[src/rtl/cpu_types_pkg.sv]
// Shared CPU-side types: bus words, RAM status
// and the memory arbiter's state/request encodings.
package cpu_types_pkg;

  typedef logic [31:0] word_t;

  typedef enum logic [1:0] {
    FREE,
    BUSY,
    ACCESS,
    ERROR
  } ramstate_t;

  typedef enum logic {
    IDLE,
    OWNED
  } arb_state_t;

  typedef enum logic [1:0] {
    REQ_I,
    REQ_DR,
    REQ_DW
  } req_type_t;

endpackage

[src/rtl/memory_arbiter_if.sv]
// Cache-side and RAM-side bus of the memory arbiter.
// slave is the arbiter's view, master the cores/RAM view.
interface memory_arbiter_if #(
  parameter int CPUS = 2
);
  import cpu_types_pkg::*;

  logic [CPUS-1:0] iREN;
  logic [CPUS-1:0] dREN;
  logic [CPUS-1:0] dWEN;
  word_t [CPUS-1:0] iaddr;
  word_t [CPUS-1:0] daddr;
  word_t [CPUS-1:0] dstore;
  logic [CPUS-1:0] iwait;
  logic [CPUS-1:0] dwait;
  word_t [CPUS-1:0] iload;
  word_t [CPUS-1:0] dload;

  word_t     ramload;
  ramstate_t ramstate;
  logic      ramREN;
  logic      ramWEN;
  word_t     ramaddr;
  word_t     ramstore;

  modport slave (
    input  iREN, dREN, dWEN,
    input  iaddr, daddr, dstore,
    input  ramload, ramstate,
    output iwait, dwait, iload, dload,
    output ramREN, ramWEN, ramaddr, ramstore
  );

  modport master (
    output iREN, dREN, dWEN,
    output iaddr, daddr, dstore,
    output ramload, ramstate,
    input  iwait, dwait, iload, dload,
    input  ramREN, ramWEN, ramaddr, ramstore
  );

endinterface

[src/rtl/memory_arbiter_rr_select.sv]
// Two-way round-robin picker: the pointed-to core
// wins when requesting, otherwise the other one.
module rr_select (
  input  logic [1:0] req,
  input  logic       ptr,
  output logic       gnt_vld,
  output logic       gnt_idx
);

  // favour ptr, fall back to the other core
  always_comb begin
    gnt_vld = |req;
    gnt_idx = ptr;
    if (!req[ptr]) gnt_idx = ~ptr;
  end

endmodule

[src/rtl/memory_arbiter.sv]
// Two-core RAM arbiter: registered round-robin grant,
// dcache before icache, held until RAM reports ACCESS.
module memory_arbiter
  import cpu_types_pkg::*;
#(
  parameter int CPUS = 2
) (
  input logic CLK,
  input logic nRST,
  memory_arbiter_if.slave bus
);

  if (CPUS != 2) begin : g_cpus_chk
    $error("memory_arbiter supports exactly 2 cores");
  end

  arb_state_t state, state_n;
  req_type_t  otype, otype_n;
  logic       owner, owner_n;
  logic       ptr, ptr_n;
  word_t      addr_q, addr_n;
  word_t      store_q, store_n;

  logic [1:0] vld;
  logic       gnt_vld;
  logic       gnt_idx;
  logic       owned;
  logic       orig;
  logic       ack;

  logic [1:0] iwait, dwait;
  word_t [1:0] iload, dload;

  assign vld = bus.iREN | bus.dREN | bus.dWEN;

  rr_select u_rr (
    .req     (vld),
    .ptr     (ptr),
    .gnt_vld (gnt_vld),
    .gnt_idx (gnt_idx)
  );

  // gating with nRST drops RAM enables as soon as reset asserts
  assign owned = (state == OWNED) && nRST;
  assign ack   = owned && orig && (bus.ramstate == ACCESS);

  // request bit that created the current grant
  always_comb begin
    orig = 1'b0;
    unique case (otype)
      REQ_I:   orig = bus.iREN[owner];
      REQ_DR:  orig = bus.dREN[owner];
      REQ_DW:  orig = bus.dWEN[owner];
      default: orig = 1'b0;
    endcase
  end

  // state register and grant latches
  always_ff @(posedge CLK or negedge nRST) begin
    if (!nRST) begin
      state   <= IDLE;
      otype   <= REQ_I;
      owner   <= 1'b0;
      ptr     <= 1'b0;
      addr_q  <= '0;
      store_q <= '0;
    end else begin
      state   <= state_n;
      otype   <= otype_n;
      owner   <= owner_n;
      ptr     <= ptr_n;
      addr_q  <= addr_n;
      store_q <= store_n;
    end
  end

  // next grant: rr across cores, dWEN > dREN > iREN inside one
  always_comb begin
    state_n = state;
    otype_n = otype;
    owner_n = owner;
    ptr_n   = ptr;
    addr_n  = addr_q;
    store_n = store_q;
    unique case (state)
      IDLE: begin
        if (gnt_vld) begin
          state_n = OWNED;
          owner_n = gnt_idx;
          store_n = '0;
          unique case (1'b1)
            bus.dWEN[gnt_idx]: begin
              otype_n = REQ_DW;
              addr_n  = bus.daddr[gnt_idx];
              store_n = bus.dstore[gnt_idx];
            end
            bus.dREN[gnt_idx]: begin
              otype_n = REQ_DR;
              addr_n  = bus.daddr[gnt_idx];
            end
            default: begin
              otype_n = REQ_I;
              addr_n  = bus.iaddr[gnt_idx];
            end
          endcase
        end
      end
      OWNED: begin
        if (!orig) begin
          state_n = IDLE;
        end else if (bus.ramstate == ACCESS) begin
          state_n = IDLE;
          ptr_n   = ~owner;
        end
      end
      default: state_n = IDLE;
    endcase
  end

  // RAM port drive and owner-only wait release
  always_comb begin
    iwait      = '1;
    dwait      = '1;
    iload      = '0;
    dload      = '0;
    bus.ramREN   = 1'b0;
    bus.ramWEN   = 1'b0;
    bus.ramaddr  = '0;
    bus.ramstore = '0;
    if (owned) begin
      bus.ramaddr  = addr_q;
      bus.ramstore = store_q;
      bus.ramREN   = (otype != REQ_DW);
      bus.ramWEN   = (otype == REQ_DW);
    end
    if (ack) begin
      unique case (otype)
        REQ_I: begin
          iwait[owner] = 1'b0;
          iload[owner] = bus.ramload;
        end
        REQ_DR: begin
          dwait[owner] = 1'b0;
          dload[owner] = bus.ramload;
        end
        default: dwait[owner] = 1'b0;
      endcase
    end
  end

  assign bus.iwait = iwait;
  assign bus.dwait = dwait;
  assign bus.iload = iload;
  assign bus.dload = dload;

endmodule

[src/flat_wrapper.sv]
// flat-port wrapper written by rule: the top's interface ports become plain ports
module memory_arbiter_flat import cpu_types_pkg::*;
#(
  parameter int CPUS = 2
)
  (CLK, nRST, bus_iREN, bus_dREN, bus_dWEN, bus_iaddr, bus_daddr, bus_dstore, bus_ramload, bus_ramstate, bus_iwait, bus_dwait, bus_iload, bus_dload, bus_ramREN, bus_ramWEN, bus_ramaddr, bus_ramstore);
  memory_arbiter_if #(.CPUS(CPUS)) bus_i ();
  input logic CLK;
  input logic nRST;
  input wire logic [$bits(bus_i.iREN)-1:0] bus_iREN;
  input wire logic [$bits(bus_i.dREN)-1:0] bus_dREN;
  input wire logic [$bits(bus_i.dWEN)-1:0] bus_dWEN;
  input wire logic [$bits(bus_i.iaddr)-1:0] bus_iaddr;
  input wire logic [$bits(bus_i.daddr)-1:0] bus_daddr;
  input wire logic [$bits(bus_i.dstore)-1:0] bus_dstore;
  input wire logic [$bits(bus_i.ramload)-1:0] bus_ramload;
  input wire logic [$bits(bus_i.ramstate)-1:0] bus_ramstate;
  output wire logic [$bits(bus_i.iwait)-1:0] bus_iwait;
  output wire logic [$bits(bus_i.dwait)-1:0] bus_dwait;
  output wire logic [$bits(bus_i.iload)-1:0] bus_iload;
  output wire logic [$bits(bus_i.dload)-1:0] bus_dload;
  output wire logic [$bits(bus_i.ramREN)-1:0] bus_ramREN;
  output wire logic [$bits(bus_i.ramWEN)-1:0] bus_ramWEN;
  output wire logic [$bits(bus_i.ramaddr)-1:0] bus_ramaddr;
  output wire logic [$bits(bus_i.ramstore)-1:0] bus_ramstore;
  assign bus_i.iREN = bus_iREN;
  assign bus_i.dREN = bus_dREN;
  assign bus_i.dWEN = bus_dWEN;
  assign bus_i.iaddr = bus_iaddr;
  assign bus_i.daddr = bus_daddr;
  assign bus_i.dstore = bus_dstore;
  assign bus_i.ramload = bus_ramload;
  assign bus_i.ramstate = bus_ramstate;
  assign bus_iwait = bus_i.iwait;
  assign bus_dwait = bus_i.dwait;
  assign bus_iload = bus_i.iload;
  assign bus_dload = bus_i.dload;
  assign bus_ramREN = bus_i.ramREN;
  assign bus_ramWEN = bus_i.ramWEN;
  assign bus_ramaddr = bus_i.ramaddr;
  assign bus_ramstore = bus_i.ramstore;
  memory_arbiter #(.CPUS(CPUS)) u_core (.CLK(CLK), .nRST(nRST), .bus(bus_i));
endmodule
[config.mk]
export PLATFORM = sky130hd
export DESIGN_NAME = memory_arbiter_flat
export DESIGN_NICKNAME = d
export VERILOG_FILES = /design/src/rtl/cpu_types_pkg.sv /design/src/rtl/memory_arbiter_if.sv /design/src/rtl/memory_arbiter_rr_select.sv /design/src/rtl/memory_arbiter.sv /design/src/flat_wrapper.sv
export SDC_FILE = /design/constraint.sdc
export NUM_CORES = 1
export LEC_CHECK = 0
export CAP_MARGIN = 20
export CORE_AREA = 5 5 166 168
export CTS_BUF_LIST = sky130_fd_sc_hd__clkbuf_16
export DETAILED_ROUTE_END_ITERATION = 10
export DIE_AREA = 0 0 171 173
export HOLD_SLACK_MARGIN = 0.1
export SYNTH_ARGS = -nofsm -noshare
export SYNTH_HDL_FRONTEND = slang
export SYNTH_SLANG_ARGS = --single-unit
[constraint.sdc]
create_clock -name CLK -period 2.07 [get_ports CLK]
set_input_delay 0.414 -clock CLK [delete_from_list [all_inputs] [get_ports CLK]]
set_output_delay 0.414 -clock CLK [all_outputs]
set_load 0.02 [all_outputs]
Word-level counts from Yosys, hierarchy flattened
Cells that the tools add are included.
{"block": "totals", "register_bits": 69, "latchBits": 0, "ramBits": 0, "rom_bits": 0, "in_bits": 234, "output_inout_bits": 198, "elab_cells": 73, "mem_count": 0}
{"block": "classes", "n_addsub": 0, "mul": 0, "n_div": 0, "order_cmp": 4, "n_eq_ne": 4, "shift": 0, "mux": 43, "bitwise": 7, "n_reduce_logical": 9}
{"cell": "32-bit two-way mux", "n": 11}
{"cell": "64-bit two-way mux", "n": 4}
{"cell": "64-bit AND", "n": 1}
{"cell": "32-bit demux with 1-bit select", "n": 1}
{"cell": "1-bit two-way mux", "n": 19}
{"cell": "2-bit two-way mux", "n": 4}
{"cell": "1-bit by 2-bit less-than comparator with 1-bit output, second input constant", "n": 3}
{"cell": "2-bit equality test, second input constant", "n": 2}
{"cell": "1-bit logical AND", "n": 4}
{"cell": "2-bit bitwise OR", "n": 2}
{"cell": "2-bit one-hot mux with 2 select lines", "n": 1}
{"cell": "2-bit OR reduction", "n": 2}
{"cell": "1-bit inverter", "n": 3}
{"cell": "1-bit one-hot mux with 3 select lines", "n": 1}
{"cell": "3-bit AND reduction", "n": 1}
{"cell": "2-bit by 1-bit equality test with 1-bit output, second input constant", "n": 1}
{"cell": "2-bit logical NOT", "n": 1}
{"cell": "2-bit != test, second input constant", "n": 1}
{"cell": "2-bit inverter", "n": 1}
{"cell": "1-bit one-hot mux with 2 select lines", "n": 1}
{"cell": "2-bit AND reduction", "n": 1}
{"cell": "1-bit demux with 1-bit select", "n": 1}
{"cell": "1-bit greater-or-equal comparator, second input constant", "n": 1}

Depth between registers and ports, before layout
Gate-level depths: netlist of run 1.
{"block": "logic_depth", "ltp_word": 9, "ltp_mapped": 9}

By module
From an unflattened synthesis of run 1, not the netlist that was laid out.
{"block": "unflattened", "cells_unflattened": 631, "area_unflattened_um2": 5163.7}
{"module": "memory_arbiter", "n_inst": 1, "cells_each": 628, "area_each_um2": 5143.7}
{"module": "rr_select", "n_inst": 1, "cells_each": 3, "area_each_um2": 20.0}

Worst setup path before layout of run 1
OpenSTA, ideal clock, no wires.
{"block": "synth_timing", "path_kind": "input port to output port", "start": "input bus_ramstate[1]", "end": "output bus_iload[23]", "arrival_ps": 1567, "required_ps": 1656, "path_slack_ps": 89, "stages": 5, "n_path_buf": 1, "path_cell_list": "nor2b_1 nor3b_1 and3_1 clkbuf_1 and2_1"}
{"block": "synth_via", "elab_chain_len": 3}
{"item": "from (decl)", "line": "flat_wrapper.sv:17", "text": "input wire logic [$bits(bus_i.ramstate)-1:0] bus_ramstate;"}
{"item": "2-bit equality test", "line": "memory_arbiter.sv:45", "text": "assign ack = owned && orig && (bus.ramstate == ACCESS);"}
{"item": "1-bit logical AND", "line": "memory_arbiter.sv:45"}
{"item": "64-bit two-way mux", "line": "memory_arbiter.sv:136", "text": "if (ack) begin"}
{"item": "to (decl)", "line": "flat_wrapper.sv:20", "text": "output wire logic [$bits(bus_i.iload)-1:0] bus_iload;"}
No other way between the ends.

Worst setup path after layout of run 1
{"block": "layout_timing", "start": "register u_core.owner", "end": "output bus_iload[6]"}
{"block": "layout_via", "elab_chain_len": 7, "word_cells_on_any_way": 17, "cone_classes": "order compare: 2; mux: 11; bitwise: 1; reduce/logical: 3"}
{"item": "from (decl)", "line": "memory_arbiter.sv:19", "text": "logic owner, owner_n;"}
{"item": "from (signal assigned)", "line": "memory_arbiter.sv:70", "text": "owner <= owner_n;"}
{"item": "1-bit by 2-bit less-than comparator with 1-bit output (not written as such) / 1-bit greater-or-equal comparator (equally long branches)", "line": "memory_arbiter.sv:140", "text": "iload[owner] = bus.ramload;"}
{"item": "1-bit logical AND (not written as such)", "line": "memory_arbiter.sv:140"}
{"item": "32-bit two-way mux (not written as such)", "line": "memory_arbiter.sv:140"}
{"item": "32-bit demux with 1-bit select"}
{"item": "64-bit AND (no source line)"}
{"item": "64-bit two-way mux", "line": "memory_arbiter.sv:137", "text": "unique case (otype)"}
{"item": "64-bit two-way mux (*)", "line": "memory_arbiter.sv:136"}
Every way passes the cells marked *; elsewhere a longest branch is shown, timed or not. The select of a mux whose other input is x is not followed.

==> results by group, run 1 <==
Logic synthesis
  • Top_reg_cell synth: dfrtp_1
  • Yosys warning total: 0
  • Post-synthesis sequential area ratio: 0.319
  • Synth cell count leaders: and2_1 (131), mux2i_1 (98), and3_1 (69), dfrtp_1 (69), nor2_1 (43)
  • Synthesized area: 0.00542 mm2
  • Post-Syn Nets: 833
  • EDFF count, synth: 0
  • Synthesized flop and latch total: 69
  • Asr flop ratio synth: 1.00
  • Yosys top cell area share: 0.319
  • Syn Area/Cell: 9.04 um2
  • Count leader, synth: and2_1
  • Post-synthesis cell type count: 33
  • Post-synthesis cell count: 599
  • Synth area leader: dfrtp_1
  • Top post-synthesis cells by area: dfrtp_1 (32%), mux2i_1 (18%), and2_1 (15%)

STA
  • Endpoints failing hold: 0
  • Final setup vio count: around 130
  • RSZ-0062 raised after global routing: yes
  • Worst-Margin Slew: 0.399 ns
  • Setup Skew: 0.0109 ns
  • Minimum clock period: 2.32 ns
  • Final worst path period share: 1.12
  • Setup TNS: -23.54 ns
  • FMAX: 0.430 GHz
  • Hold slack: around 0.26 ns
  • Fin. max-slew vios: 0
  • Final WS setup: -0.255 ns
  • Rel. slew slack: 0.733

Pwr
  • Sw Ratio: 0.395
  • Switch Pwr: approximately 4.2 mW
  • Int Pwr: 6.39 mW
  • Comb pwr share: 0.613
  • Pwr Total: 10.6 mW
  • Maximum vdd drop: 0.498 mV
  • Clock power share: 0.158
  • Pwr Density: 865 mW/mm2
  • Share of power burned in registers: 0.228
  • LEAKAGE: 5.71 nW

Floorplanning
  • Die width: 171 um
  • Io pins: 432
  • Row cnt: a little under 60
  • CORE AREA: 0.0258 mm2
  • Die height: 173 um
  • Die area: a little under 0.03 mm2
  • Initial Util: 0.210

Flow run
  • Max-Cap Viols: 0

Outcome
  • Status: finished with violations
  • Failing checks: setup timing

Layout
  • Nets: 1338
  • Fillers: 2448
  • Layout cells sized above 1: 0.427
  • Layout area overhead: 125%

GRT
  • Vias in the first global route: 6787
  • Initial antenna violation count: 8
  • Total track usage: 0.184
  • Met2 Use GR: 0.328
  • GRT met3 Usage: 0.0580
  • GRT busiest layer: met2
  • Aggregate global routing overflow: 0
  • First-pass GRT wire length: 41800 um
  • Routing usage on met1: 0.206
  • Largest net degree at the start of global routing: 36

Setup path
  • CP Cell Sequence: nor3b_4, buf_4, and3_4, buf_12, buf_16, and2_4, buf_6
  • CP Class: reg -> out
  • Critical path launch point type: flip-flop
  • CP Max Fanout: 8
  • Reg2reg path depth: 5
  • Worst path slowest cell: dfrtp_2
  • Data arrival time of the critical path: 1.91 ns
  • Reg2reg start: u_core.ptr
  • Reg2Reg Setup Slack: 0.32 ns
  • Critical path required time: 1.66 ns
  • Crit end category: primary output
  • Reg2reg end: u_core.addr_q[28]
  • Largest stage delay on the critical path: 0.45 ns

CTS
  • Root buffer cell: clkbuf_16
  • Clock Path Buffers: 2
  • Worst skew pair latency: ~0.34 ns
  • CTS buffer count: 9
  • H-Tree Depth: 3
  • CTS tree: built
  • Worst-path clk slew: 0.07 ns
  • Clock sinks: ~70

Hold path
  • Worst Hold Class: in -> async

Detailed routing
  • DRC: 0
  • Post-DRT Antenna Nets: 0
  • Vias: roughly 6400
  • Vias per cell: 4.45
  • TritonRoute pass-1 iters: 4
  • WL/cell: 20.3 um
  • Number of DRC markers in iteration 0: around 220
  • WL final: around 29000 um

Placed design
  • Port Buffers: 431
  • RD Place Congestion: 0.808
  • Detailed Place HPWL: 20900 um
sequential cells by signal, summed over array words and instances, names as in the netlist:
register        count
u_core.addr_q      32
u_core.state        1
u_core.ptr          1
u_core.owner        1
u_core.store_q     32
u_core.otype        2
metrics by stage:
| step | instances | cell area (um2) | utilization | setup slack, ns |
|---|---|---|---|---|
| finish | 1449 | 12200 | 0.474 | -0.255 |
| global route | 1449 | 12200 | 0.474 | -0.332 |
| global placement | 1377 | 10600 | 0.411 | -0.995 |
| floorplan | 599 | 5420 | - | 0.0892 |
| detailed placement | 1377 | 10600 | 0.411 | -1.01 |
| CTS | 1428 | 11900 | 0.463 | -0.251 |
cell families (layout without fill, tap and decap cells):
kind of cell	Yosys count	in the layout	share of synthesized area
buf+inv	59	569	0.0640
other cells	0	5	0
compound gates	80	80	0.130
mux	99	99	0.185
flops	69	69	0.319
simple gates	292	292	0.302
placed cells by master, fill, tap and decap left out, types with 3 or more instances in the layout:
master / instances
buf_4: 76
and3_1: 64
mux2i_1: 97
nand2_1: 36
nor2_1: 38
clkbuf_2: 16
o21ai_0: 9
dlymetal6s2s_1: 3
nor3_1: 3
clkbuf_16: 13
and3_4: 5
buf_12: 24
and2_4: 121
a221oi_2: 25
o21ai_1: 29
clkdlybuf4s50_1: 225
buf_16: 11
diode_2: 5
clkdlybuf4s15_2: 18
inv_1: 3
dlygate4sd2_1: 15
clkdlybuf4s15_1: 20
and2_1: 10
dfrtp_1: 67
a221oi_1: 7
nor2_4: 3
buf_6: 133
repair_timing:
item | 4_1_cts | 5_1_grt
endpoints found under the setup margin | 196 | 195
endpoints found under the hold margin | 4 | 0
gates resized for setup | 1020 | 106
pin swaps | 17 | 0
gates cloned | 14 | 4
buffers inserted | 22 | 16
hold buffers | 1 | 0
layer usage:
metal / share of wire / up-vias
li1: - / 3116
met1: 0.37 / 2995
met2: 0.51 / 284
met3: 0.090 / 49
met4: 0.027 / 4
met5: 0.00092 / -
critical path, delay by kind of cell, from the launching register on:
kind / cells / cell delay, ns
AND/OR/NAND/NOR: 3 / 0.61
flip-flops: 1 / 0.45
buffers and inverters: 4 / 0.51
worst max path at each step:
| stage | startpoint | end | cells after the start |
|---|---|---|---|
| after floorplan | bus_ramstate[1] | bus_iload[23] | 5 |
| after global placement | bus_ramstate[1] | bus_iload[6] | 7 |
| after detailed placement | bus_ramstate[1] | bus_iload[6] | 7 |
| after CTS | u_core.owner | bus_iload[6] | 7 |
| after global routing | u_core.owner | bus_iload[6] | 7 |
| final | u_core.owner | bus_iload[6] | 7 |
final cells by class:
type | instances | area (um2) | share of cell area
tap | 335 | 419 | 0.0343
clock inverter | 7 | 91.3 | 0.00748
multi-input combinational | 471 | 3780 | 0.309
timing repair buffer | 549 | 5940 | 0.486
inverter | 4 | 20.0 | 0.00164
clock buffer | 9 | 225 | 0.0184
antenna | 5 | 12.5 | 0.00102
sequential | 69 | 1730 | 0.142
power groups by stage:
| stage | Sequential (mW) | Combinational [mW] | Clock (mW) |
|---|---|---|---|
| after floorplan | 2.29 | 3.55 | 0 |
| after global placement | 2.37 | 6.06 | 0 |
| after detailed placement | 2.41 | 6.10 | 0 |
| after CTS | 2.41 | 6.35 | 1.74 |
| after global routing | 2.50 | 6.97 | 1.79 |
| final | 2.41 | 6.48 | 1.67 |
No activity file was read; power rests on OpenSTA's default activity.
==> run 2: changes to the inputs <==
--- a/config.mk
+++ b/config.mk
@@ -11,6 +11,7 @@
 export DETAILED_ROUTE_END_ITERATION = 10
 export DIE_AREA = 0 0 171 173
 export HOLD_SLACK_MARGIN = 0.1
+export SLEW_MARGIN = 0
 export SYNTH_ARGS = -nofsm -noshare
 export SYNTH_HDL_FRONTEND = slang
 export SYNTH_SLANG_ARGS = --single-unit
==> results of run 2 <==
Same layout as run 1: the final DEF is identical, and so are final timing and power.
==> run 3: changes to the inputs <==
--- a/config.mk
+++ b/config.mk
@@ -6,10 +6,12 @@
 export NUM_CORES = 1
 export LEC_CHECK = 0
 export CAP_MARGIN = 20
-export CORE_AREA = 5 5 166 168
+export CORE_AREA = 5 5 164 166
 export CTS_BUF_LIST = sky130_fd_sc_hd__clkbuf_16
+export CTS_CLUSTER_SIZE = 12
 export DETAILED_ROUTE_END_ITERATION = 10
-export DIE_AREA = 0 0 171 173
+export DIE_AREA = 0 0 169 171
+export DONT_BUFFER_PORTS = 1
 export HOLD_SLACK_MARGIN = 0.1
 export SLEW_MARGIN = 0
 export SYNTH_ARGS = -nofsm -noshare
==> run 3 against run 2 <==
Effect of this change:
- the run still ends with setup timing left
- sequential power about the same
- total power down 21%
- clock skew up 0.00093 ns
- register-to-register slack worse by 0.02 ns
- critical path type unchanged
==> results by group, run 3 (synthesized netlist as in run 1, its figures left out) <==
Outcome
  • Status: finished with violations
  • Failing checks: setup timing

GRT
  • Largest net degree at the start of global routing: 71
  • Initial antenna violation count: 1
  • Aggregate global routing overflow: 0
  • Total track usage: 0.130
  • First-pass GRT wire length: around 29000 um
  • Vias in the first global route: 4529

Pwr
  • Int Pwr: approximately 4.7 mW
  • Sw Ratio: 0.432
  • LEAKAGE: between 3 and 4 nW
  • Comb pwr share: 0.529
  • Pwr Total: 8.36 mW
  • Switch Pwr: 3.61 mW
  • Share of power burned in registers: 0.286
  • Pwr Density: 1240 mW/mm2
  • Maximum vdd drop: 0.416 mV
  • Clock power share: 0.184

CTS
  • CTS buffer count: 9
  • Worst-path clk slew: around 0.060 ns
  • H-Tree Depth: 3
  • CTS tree: built
  • Root buffer cell: clkbuf_16
  • Clock Path Buffers: 2
  • Clock sinks: 69
  • Worst skew pair latency: 0.34 ns

Detailed routing
  • WL final: 22100 um
  • DRC: 0
  • WL/cell: 23.8 um
  • Vias: 4657
  • TritonRoute pass-1 iters: 4
  • Vias per cell: 5.01
  • Post-DRT Antenna Nets: 0
  • Number of DRC markers in iteration 0: ~270

STA
  • Minimum clock period: 2.11 ns
  • Final setup vio count: 82
  • Final worst path period share: 1.02
  • Final WS setup: -0.0364 ns
  • Worst-Margin Slew: about 0.42 ns
  • Fin. max-slew vios: 0
  • Setup Skew: approximately 0.012 ns
  • FMAX: ~0.47 GHz
  • Rel. slew slack: 0.717
  • RSZ-0062 raised after global routing: yes
  • Hold slack: 0.263 ns
  • Endpoints failing hold: 0

Placed design
  • Detailed Place HPWL: 15400 um
  • RD Place Congestion: 0.758
  • Port Buffers: 0
  • DP Area: 0.00585 mm2

Setup path
  • CP Class: reg -> out
  • Critical path launch point type: flip-flop
  • Largest stage delay on the critical path: ~0.38 ns
  • Critical path required time: about 1.7 ns
  • Worst path slowest cell: dfrtp_2
  • CP Max Fanout: 17
  • Reg2reg start: u_core.ptr
  • Crit path buffers/inverters: 1
  • CP startpoint: u_core.state
  • Critical path's top delay family: simple AND/OR/NAND/NOR gates
  • CP Cell Sequence: and2_4, and3_4, and3_4, buf_12, and2_4
  • Data arrival time of the critical path: about 1.7 ns
  • Crit end category: primary output

Layout
  • Fin area: 0.00672 mm2
  • Layout area overhead: 24.1%
  • Layout cells sized above 1: 0.382
  • Fillers: 2721
  • Nets: 823
  • Biggest regs: u_core.addr_q: 32 flops, u_core.store_q: 32 flops, u_core.otype: 2 flops
  • Most common cell after layout, fill and taps aside: and2_4
  • Final core occ: 0.264
  • Most frequent cells in the layout: and2_4 (106), mux2i_1 (98), dfrtp_1 (67)

Floorplanning
  • Die width: 169 um
  • Die area: 0.0289 mm2
  • Initial Util: 0.213
  • Die height: 171 um
  • CORE AREA: 0.0255 mm2
  • Row cnt: 59
  • Io pins: 432

Flow run
  • Max-Cap Viols: 0

Hold path
  • Hold path start: bus_dstore[57]
  • Worst Hold Class: in -> reg
## run 3: changes by cell type in the layout (fill, tap and decap cells not counted), moves of 16 or more
cell             change
clkdlybuf4s50_1    -225
clkbuf_2            -16
clkdlybuf4s15_2     -18
buf_6              -128
clkdlybuf4s15_1     -20
buf_4               -67
and2_2              +24
## run 3: power by group through the flow
stage,Sequential [mW],Clock (mW),Combinational (mW)
final,2.39,1.54,4.43
after global routing,2.49,1.67,4.78
after CTS,2.38,1.63,4.41
after detailed placement,2.40,0,4.24
after global placement,2.38,0,4.19
after floorplan,2.29,0,3.55
## run 3: what timing repair did
action                                  4_1_cts  5_1_grt
resized for setup                           186       74
gates cloned                                  1        7
endpoints found under the setup margin      132      132
pin swaps                                     5       51
hold buffers                                  2        0
endpoints found under the hold margin        69        0
buffers inserted                              2        3
## run 3: area by class of cell
| cell class | instances | area (um2) | area share |
|---|---|---|---|
| Antenna cell | 1 | 2.50 | 0.000372 |
| Clock buffer | 9 | 225 | 0.0335 |
| Clock inverter | 7 | 66.3 | 0.00986 |
| Inverter | 4 | 17.5 | 0.00261 |
| Multi-Input combinational cell | 473 | 3760 | 0.559 |
| Sequential cell | 69 | 1730 | 0.257 |
| Tap cell | 335 | 419 | 0.0623 |
| Timing Repair Buffer | 32 | 504 | 0.0750 |
## run 3: through the flow
| step | TNS, ns | setup WS (ns) | cells |
|---|---|---|---|
| floorplan | 0 | 0.0892 | 599 |
| global placement | 0 | 0.0228 | 899 |
| detailed placement | 0 | 0.00353 | 899 |
| CTS | -3.27 | -0.0813 | 920 |
| global route | -12.75 | -0.142 | 930 |
| finish | -1.70 | -0.0364 | 930 |
## run 3: layer usage
metal	track usage	wire (um)	vias to the layer above
met5	0	0	-
met4	0.0431	340	0
li1	-	-	2074
met3	0.0444	2010	18
met1	0.148	8270	2309
met2	0.229	11500	256
## run 3: final timing paths
check                                          end  slack (ns)  depth (start not counted)
max in group asynchronous             u_core.owner        1.06                          2
worst min register to register   u_core.store_q[8]        0.47                          2
worst max register to register    u_core.addr_q[9]        0.30                          5
min in group asynchronous        u_core.addr_q[19]        0.65                          2
worst max-delay path                 bus_iload[37]       -0.04                          5
worst min-delay path            u_core.store_q[25]        0.26                          2
